**src/rtl/controle_fechadura.sv**
```systemverilog
// Lock controller for the digital-lock datapath.
//
// Consumes the PIN packet from the keypad PIN-assembly stage and compares it
// against the stored user PIN and a fixed admin PIN. Sequences unlock,
// failed-attempt counting, lockout and user-PIN reprogramming.
//
// Ports:
//   clk        - system clock, all logic on posedge
//   rst        - asynchronous, active-high reset
//   pin_in     - PIN packet {status, digit1..digit4}; digit1 oldest; 4'hA = blank
//   lock_open  - actuator drive, high only in UNLOCKED
//   blocked    - high only in BLOCKED
//   setup_mode - high only in SETUP
//   tries_left - remaining attempts before lockout
//   pin_ok     - 1-cycle pulse: user PIN accepted
//   pin_err    - 1-cycle pulse: submission rejected
//   setup_done - 1-cycle pulse: new user PIN stored

package controle_fechadura_pkg;
  typedef struct packed {
    logic       status;
    logic [3:0] digit1;
    logic [3:0] digit2;
    logic [3:0] digit3;
    logic [3:0] digit4;
  } pinPac_t;
endpackage

module controle_fechadura
  import controle_fechadura_pkg::*;
#(
  parameter logic [15:0] DEFAULT_PIN    = 16'h1234,
  parameter logic [15:0] ADMIN_PIN      = 16'h9999,
  parameter int          MAX_TRIES      = 3,
  parameter int          UNLOCK_CYCLES  = 5000,
  parameter int          LOCKOUT_CYCLES = 20000,
  parameter int          SETUP_CYCLES   = 20000,
  localparam int         TRW            = $clog2(MAX_TRIES + 1)
) (
  input  logic           clk,
  input  logic           rst,
  input  pinPac_t        pin_in,
  output logic           lock_open,
  output logic           blocked,
  output logic           setup_mode,
  output logic [TRW-1:0] tries_left,
  output logic           pin_ok,
  output logic           pin_err,
  output logic           setup_done
);

  // Timer only ever holds N-1 of the longest timed state.
  localparam int TMAX_A = (UNLOCK_CYCLES > LOCKOUT_CYCLES) ? UNLOCK_CYCLES : LOCKOUT_CYCLES;
  localparam int TMAX   = (TMAX_A > SETUP_CYCLES) ? TMAX_A : SETUP_CYCLES;
  localparam int TW     = (TMAX > 1) ? $clog2(TMAX) : 1;

  localparam logic [TW-1:0]  T_UNLOCK  = TW'(UNLOCK_CYCLES - 1);
  localparam logic [TW-1:0]  T_LOCKOUT = TW'(LOCKOUT_CYCLES - 1);
  localparam logic [TW-1:0]  T_SETUP   = TW'(SETUP_CYCLES - 1);
  localparam logic [TRW-1:0] TRIES_MAX = TRW'(MAX_TRIES);

  typedef enum logic [1:0] {
    S_LOCKED   = 2'd0,
    S_UNLOCKED = 2'd1,
    S_BLOCKED  = 2'd2,
    S_SETUP    = 2'd3
  } state_t;

  state_t         state_q, state_d;
  logic [TW-1:0]  timer_q, timer_d;
  logic [TRW-1:0] tries_q, tries_d;
  logic [15:0]    user_pin_q, user_pin_d;
  logic           status_q;
  logic           lock_open_q, lock_open_d;
  logic           blocked_q, blocked_d;
  logic           setup_mode_q, setup_mode_d;
  logic           pin_ok_q, pin_ok_d;
  logic           pin_err_q, pin_err_d;
  logic           setup_done_q, setup_done_d;

  logic        sub;
  logic [15:0] p;
  logic        incomplete;

  // A held status line submits only once: act on its rising edge.
  assign sub        = pin_in.status & ~status_q;
  assign p          = {pin_in.digit1, pin_in.digit2, pin_in.digit3, pin_in.digit4};
  assign incomplete = (pin_in.digit1 == 4'hA) | (pin_in.digit2 == 4'hA) |
                      (pin_in.digit3 == 4'hA) | (pin_in.digit4 == 4'hA);

  always_comb begin
    state_d      = state_q;
    timer_d      = timer_q;
    tries_d      = tries_q;
    user_pin_d   = user_pin_q;
    pin_ok_d     = 1'b0;
    pin_err_d    = 1'b0;
    setup_done_d = 1'b0;

    case (state_q)
      S_LOCKED: begin
        if (sub) begin
          // Admin match is checked first so the admin PIN never unlocks.
          if (p == ADMIN_PIN) begin
            state_d = S_SETUP;
            timer_d = T_SETUP;
            tries_d = TRIES_MAX;
          end else if (!incomplete && (p == user_pin_q)) begin
            state_d  = S_UNLOCKED;
            timer_d  = T_UNLOCK;
            tries_d  = TRIES_MAX;
            pin_ok_d = 1'b1;
          end else begin
            pin_err_d = 1'b1;
            if (tries_q <= TRW'(1)) begin
              tries_d = '0;
              state_d = S_BLOCKED;
              timer_d = T_LOCKOUT;
            end else begin
              tries_d = tries_q - TRW'(1);
            end
          end
        end
      end

      S_UNLOCKED: begin
        if (timer_q == '0) state_d = S_LOCKED;
        else               timer_d = timer_q - TW'(1);
      end

      S_BLOCKED: begin
        if (timer_q == '0) begin
          state_d = S_LOCKED;
          tries_d = TRIES_MAX;
        end else begin
          timer_d = timer_q - TW'(1);
        end
      end

      S_SETUP: begin
        // Expiry wins over a coinciding submission; that submission is dropped.
        if (timer_q == '0) begin
          state_d = S_LOCKED;
        end else if (sub) begin
          state_d = S_LOCKED;
          timer_d = '0;
          if (!incomplete && (p != ADMIN_PIN)) begin
            user_pin_d   = p;
            setup_done_d = 1'b1;
          end else begin
            pin_err_d = 1'b1;
          end
        end else begin
          timer_d = timer_q - TW'(1);
        end
      end

      default: begin
        state_d = S_LOCKED;
        timer_d = '0;
        tries_d = TRIES_MAX;
      end
    endcase

    lock_open_d  = (state_d == S_UNLOCKED);
    blocked_d    = (state_d == S_BLOCKED);
    setup_mode_d = (state_d == S_SETUP);
  end

  always_ff @(posedge clk or posedge rst) begin
    if (rst) begin
      state_q      <= S_LOCKED;
      timer_q      <= '0;
      tries_q      <= TRIES_MAX;
      user_pin_q   <= DEFAULT_PIN;
      status_q     <= 1'b0;
      lock_open_q  <= 1'b0;
      blocked_q    <= 1'b0;
      setup_mode_q <= 1'b0;
      pin_ok_q     <= 1'b0;
      pin_err_q    <= 1'b0;
      setup_done_q <= 1'b0;
    end else begin
      state_q      <= state_d;
      timer_q      <= timer_d;
      tries_q      <= tries_d;
      user_pin_q   <= user_pin_d;
      status_q     <= pin_in.status;
      lock_open_q  <= lock_open_d;
      blocked_q    <= blocked_d;
      setup_mode_q <= setup_mode_d;
      pin_ok_q     <= pin_ok_d;
      pin_err_q    <= pin_err_d;
      setup_done_q <= setup_done_d;
    end
  end

  assign lock_open  = lock_open_q;
  assign blocked    = blocked_q;
  assign setup_mode = setup_mode_q;
  assign tries_left = tries_q;
  assign pin_ok     = pin_ok_q;
  assign pin_err    = pin_err_q;
  assign setup_done = setup_done_q;

endmodule

```
**config.mk**
```make
export PLATFORM = sky130hd
export DESIGN_NAME = controle_fechadura
export DESIGN_NICKNAME = d
export VERILOG_FILES = /design/src/rtl/controle_fechadura.sv
export SDC_FILE = /design/constraint.sdc
export NUM_CORES = 1
export LEC_CHECK = 0
export CAP_MARGIN = 20
export CORE_AREA = 4 4 71 73
export CTS_BUF_LIST = sky130_fd_sc_hd__clkbuf_16
export DETAILED_ROUTE_END_ITERATION = 8
export DIE_AREA = 0 0 75 77
export GPL_TIMING_DRIVEN = 0
export HOLD_SLACK_MARGIN = 0.02
export PLACE_DENSITY_LB_ADDON = 0.3
export SLEW_MARGIN = 10
export SYNTH_ARGS = -nofsm -noshare
export SYNTH_HDL_FRONTEND = slang
export SYNTH_SLANG_ARGS = --single-unit
export TNS_END_PERCENT = 10
```
**constraint.sdc**
```tcl
create_clock -name clk -period 4 [get_ports clk]
set_clock_uncertainty 0.05 [all_clocks]
set_input_delay 0.8 -clock clk [delete_from_list [all_inputs] [get_ports clk]]
set_output_delay 0.8 -clock clk [all_outputs]
set_load 0.05 [all_outputs]
```
# Yosys cells after proc, flatten, opt, wreduce, memory -nomap -nowiden
# Cells that the tools add are included.
[op_classes] eq_ne=18 addsub=2 order_cmp=1 n_mux=37 reduce_logical=10 n_bitwise=6
[op_table] cell="$mux W15" count=7
[op_table] cell="$pmux W15 S3" count=1
[op_table] cell="$mux W2" count=12
[op_table] cell="$eq A16 B16 Y1" count=1
[op_table] cell="$eq A16 B16 Y1 const B" count=1
[op_table] cell="$eq A4 B4 Y1 const B" count=4
[op_table] cell="$ne A16 B16 Y1 const B" count=1
[op_table] cell="$logic_not A15 Y1" count=1
[op_table] cell="$sub A15 B1 Y15 const B" count=1
[op_table] cell="$mux W1" count=14
[op_table] cell="$eq A2 B2 Y1 const B" count=4
[op_table] cell="$ne A2 B2 Y1 const B" count=4
[op_table] cell="$reduce_and A4 Y1" count=2
[op_table] cell="$pmux W2 S3" count=1
[op_table] cell="$eq A2 B1 Y1 const B" count=2
[op_table] cell="$ne A4 B4 Y1 const B" count=1
[op_table] cell="$pmux W2 S2" count=1
[op_table] cell="$or A1 B1 Y1" count=3
[op_table] cell="$reduce_and A3 Y1" count=1
[op_table] cell="$le A2 B1 Y1 const B" count=1
[op_table] cell="$logic_and A1 B1 Y1" count=2
[op_table] cell="$logic_not A2 Y1" count=1
[op_table] cell="$not A1 Y1" count=2
[op_table] cell="$pmux W1 S2" count=1
[op_table] cell="5 further kinds" count=5
[word_totals] regBits=42 input_bits=19 wordCells=85 out_inout_bits=8

# Logic depth before layout (Yosys ltp)
[depth] word_depth=11 ltp_mapped=9 depth_no_buf=9

# Worst setup path after synthesis
# Ideal clock, no wire load.
[synth_path] path_kind="in2reg" start="input pin_in[0] in the netlist's numbering" end="register user_pin_q[10]" n_path_buf=1 t_arrival_ns=2.044 setup_slack_ns=1.781 path_stages=6 cell_sequence="and4bb_1 nor2_4 nand3_4 nor3_4 buf_8 mux2_4"
[synth_between] elab_chain_len=5 word_cells_on_any_way=6 cone_classes="eq/ne (2); bitwise (1); reduce/logical (3)"
[synth_rtl] element="start, declared" line="42" source="input pinPac_t pin_in,"
[synth_rtl] element="$eq A4 B4 Y1" line="89" source="(pin_in.digit3 == 4'hA) | (pin_in.digit4 == 4'hA);"
[synth_rtl] element="$or A1 B1 Y1" line="89"
[synth_rtl] element="$logic_not A1 Y1" line="147" source="if (!incomplete && (p != ADMIN_PIN)) begin"
[synth_rtl] element="$logic_and A1 B1 Y1 *" line="147"
[synth_rtl] element="$reduce_and A4 Y1 (no line) *"
[synth_rtl] element="end signal, assigned" line="187" source="user_pin_q <= user_pin_d;"
[synth_rtl] element="end, declared" line="72" source="logic [15:0] user_pin_q, user_pin_d;"
# Mark *: on every way between the ends. The rest lies on a longest branch, timed or not.
# A chain may end at the register's enable or synchronous reset.

# Worst setup path after layout
[layout_path] start="input pin_in[12] in the netlist's numbering" end="register timer_q[3]"
[layout_between] elab_chain_len=10 word_cells_on_any_way=14 cone_classes="eq/ne (4); mux (4); bitwise (3); reduce/logical (3)"
[layout_rtl] element="$eq A4 B4 Y1" line="88" source="assign incomplete = (pin_in.digit1 == 4'hA) | (pin_in.digit2 == 4'hA) |"
[layout_rtl] element="$or A1 B1 Y1 (2 in series)" line="88"
[layout_rtl] element="$or A1 B1 Y1" line="89"
[layout_rtl] element="$logic_not A1 Y1" line="108" source="end else if (!incomplete && (p == user_pin_q)) begin"
[layout_rtl] element="$logic_and A1 B1 Y1" line="108"
[layout_rtl] element="$mux W15" line="108"
[layout_rtl] element="$mux W15" line="104" source="if (p == ADMIN_PIN) begin"
[layout_rtl] element="$mux W15" line="102" source="if (sub) begin"
[layout_rtl] element="$pmux W15 S3" line="100" source="case (state_q)"
[layout_rtl] element="end signal, assigned" line="185" source="timer_q <= timer_d;"
[layout_rtl] element="end, declared" line="70" source="logic [TW-1:0] timer_q, timer_d;"
# Several ways; a longest one is shown, not always the timed one. The select of a mux whose other input is x is not followed.

==> impl_metrics.ini <==
[run_status]
status = finished clean

[pwr]
power.density_nw_per_um2 = 578
p_seq_frac = 0.334
power_frac_comb = 0.379
p_switching_uw = 657
ir_worst_vdd_v = 0.000430
leakage_uw = 0.00135
switching_share = 0.364
p_int_uw = 1150
clock_power_share = 0.287

[setup_path]
crit_path_end_kind = flop
rrSetupSlack_ns = 1.66
crit_required_ns = 4.12
crit_start = pin_in[12]
arrival_ns = 2.83
path_class = input port to flop
critPathBufInv = 1
crit_slowest_cell = clkdlybuf4s50_1
crit_top_cell = o21ai_1
worstReg2RegEnd = timer_q[2]$_DFFE_PP0P_
critical-path-top-delay-family = compound AO/OA/AOI/OAI gates
worstSetupEndpoint = timer_q[3]$_DFFE_PP0P_
critical_path.cell_chain = clkdlybuf4s50_1, xor2_1, nor4_2, nand4_2, o21ai_1, a21boi_1, o21ai_1
r2r_start = timer_q[0]$_DFFE_PP0P_
critical_path_depth = 7
critical_path.max_fanout = 7
critPathLaunchType = input port
slowest_delay_ns = 0.48
reg2reg_depth = 8

[cts]
cts_buffers = 5
cts.reportedPaths.clkPinSlew_ns = 0.06
cts_resized = 0
insertion_delay_ns = 0.29
postCtsHoldBufs = 0
cts_buffer_depth = 2
cts_sinks = 42
clock_tree.root_cell = clkbuf_16
cts_tree = built
cts_setup_buffers = 0
h-tree-depth = 2

[min_path]
hold_class = flop to flop

[yosys]
ys.flop_type = dfrtp_1
syn_area_um2 = 2590
synth_seq_cells = 42
synth_cell_types = 53
yosys_warnings = 0
synthCells = 241
avgSynthCellArea_um2 = 10.7
ys_seq_area_frac = 0.410
synth_fp_nets = 265
async_flop_share = 1.00
synth_edf_count = 0

[routing]
vias_per_cell = 6.03
wl_per_cell_um = 16.8
drc_errors = 0
ant_nets = 0
vias = 1978
routed_wl_mm = 5.50
drtIter0Drc = 245
firstDrtPassIters = 4

[place]
dp_slack_ns = 1.05
dp_hpwl_mm = 3.96
post_dp_cell_area_um2 = 2930
place.gp.congestion = 0.881
portBuffers = 26

[grt]
grt_pass1_vias = 1995
grt.overflow.total = 0
gr-usage-met1 = 0.300
grt.busiest_layer = met2
gr-usage-all-layers = 0.212
grt_max_degree = 40
grt_pass1_wl_mm = 9.49
antenna_found_initial = 0
grtUsageMet2 = 0.319
grt_util_met3 = 0.0484

[flow_run]
drv_cap = 0

[floorplanning]
die_w_um = 75
start_util = 0.594
dieArea_um2 = 5780
num_rows = 24
chipHeight_um = 77
core_um2 = 4350
ios = 27

[sta]
finalSetupViolCount = 0
max_freq_ghz = 0.369
slew_headroom = 0.662
layout_min_cycle_time_ns = 2.71
drv_slew = 0
tightestPinTransition_ns = 0.506
tns_ns = 0
setup_ws_ns = 1.29
holdWs_ns = 0.464
hold_viol = 0
layout_worst_path_cycle_share = 0.677
rsz0062_at_grt = no

[final_layout]
layout.nets = 299
syn_to_final_growth_pct = 20.7
finish.instance_area_um2 = 3120
antennaDiodeCount = 0
layout-drive-gt1-share = 0.257
fillers = 304
[power groups by stage]
stage / Clock, uW / Combinational [uW] / Sequential, uW
2_1_floorplan: 0 / 453 / 650
3_3_place_gp: 0 / 661 / 606
3_5_place_dp: 0 / 675 / 607
4_1_cts: 524 / 680 / 600
5_1_grt: 542 / 751 / 615
6_report: 517 / 683 / 603
[tightest hold or removal path, stage by stage, from the launching register on]
cell     delay, ns
dfstp_2       0.39
o21ai_0       0.06
o21ai_1       0.06
[layout by cell type (no fill, tap or decap), types with 5 or more instances in the layout]
cell type	synthesis	routed
nor2_1	16	16
inv_1	9	8
clkbuf_16	0	5
ha_1	5	5
nand2_1	7	7
clkdlybuf4s50_1	0	26
mux2_4	9	9
dfrtp_1	35	35
a21oi_1	7	7
nor4_2	6	6
o21ai_0	12	12
nor3_1	8	8
mux2_2	7	7
o21ai_1	27	27
xor2_1	16	16
dfstp_2	7	7
[kinds of logic (layout without fill, tap and decap cells)]
kind of cell | count (synthesis) | after routing | share of synthesized area
muxes | 16 | 16 | 0.0827
adders and majority gates | 5 | 5 | 0.0242
xor gates and xnor gates | 16 | 16 | 0.0542
buffers and inverters | 18 | 53 | 0.0377
DFF | 42 | 42 | 0.410
AOI/OAI and AO/OA | 70 | 70 | 0.170
and+or+nand+nor | 74 | 74 | 0.222
[routing by layer]
layer,routed length [um],vias to the layer above
met1,2460,949
met5,0,-
met2,2610,65
met4,85,0
li1,-,956
met3,337,8
[synthesized netlist by cell type, types with 2 or more instances]
library cell	number	share of area
nor4_2	6	0.029
nor4_1	4	0.0097
dfrtp_1	35	0.34
o21ai_1	27	0.052
and4bb_2	4	0.019
nor3_1	8	0.015
inv_2	2	0.0029
nand2_1	7	0.010
dfstp_2	7	0.071
buf_6	2	0.0087
a21o_1	4	0.012
nor2_4	2	0.0087
a22oi_1	2	0.0058
inv_1	9	0.013
mux2_2	7	0.030
o31ai_1	2	0.0058
a21oi_1	7	0.014
nand2b_1	2	0.0048
xor2_1	16	0.054
ha_1	5	0.024
o21ai_0	12	0.023
nand4_4	2	0.016
nor2b_1	2	0.0048
buf_2	3	0.0058
a31oi_1	2	0.0048
or3_1	2	0.0048
o21a_1	2	0.0058
o31a_1	3	0.010
mux2_4	9	0.052
o21ai_2	2	0.0068
nor2_1	16	0.023
nand3_1	4	0.0077
and4bb_1	4	0.019
[registers in the layout, indices dropped and copies added, names as in the netlist]
name	count
setup_done	1
timer_q	15
blocked	1
lock_open	1
tries_left	2
user_pin_q	16
status_q	1
pin_err	1
state_q	2
setup_mode	1
pin_ok	1
[area by class of cell]
class,count,area (um^2),area share
plain buffers,7,56.3,0.0180
clock inverters,3,63.8,0.0204
flip-flops and latches,42,1060,0.340
multi-input cells,181,1430,0.458
well taps,52,65.1,0.0209
clock buffers,5,125,0.0401
inverters,11,41.3,0.0132
repair buffers,27,280,0.0898
[how the worst min path moves through the flow]
stage	from	endpoint	slack, ns	depth (start not counted)
after CTS	tries_left[1]$_DFFE_PP1P_	tries_left[1]$_DFFE_PP1P_	0.47	2
after detailed placement	tries_left[1]$_DFFE_PP1P_	tries_left[1]$_DFFE_PP1P_	0.46	2
after global placement	tries_left[1]$_DFFE_PP1P_	tries_left[1]$_DFFE_PP1P_	0.45	2
after floorplan	timer_q[14]$_DFFE_PP0P_	timer_q[14]$_DFFE_PP0P_	0.44	2
after global routing	user_pin_q[11]$_DFFE_PP0P_	user_pin_q[11]$_DFFE_PP0P_	0.50	1
final	tries_left[1]$_DFFE_PP1P_	tries_left[1]$_DFFE_PP1P_	0.46	2
[through the flow]
stage / total power [uW] / util / std cells
after global placement: 1270 / 0.669 / 319
after floorplan: 1100 / - / 241
after detailed placement: 1280 / 0.673 / 320
after global routing: 1910 / 0.717 / 328
after CTS: 1800 / 0.717 / 328
final: 1800 / 0.717 / 328
Power figures use the tool's default switching activity.
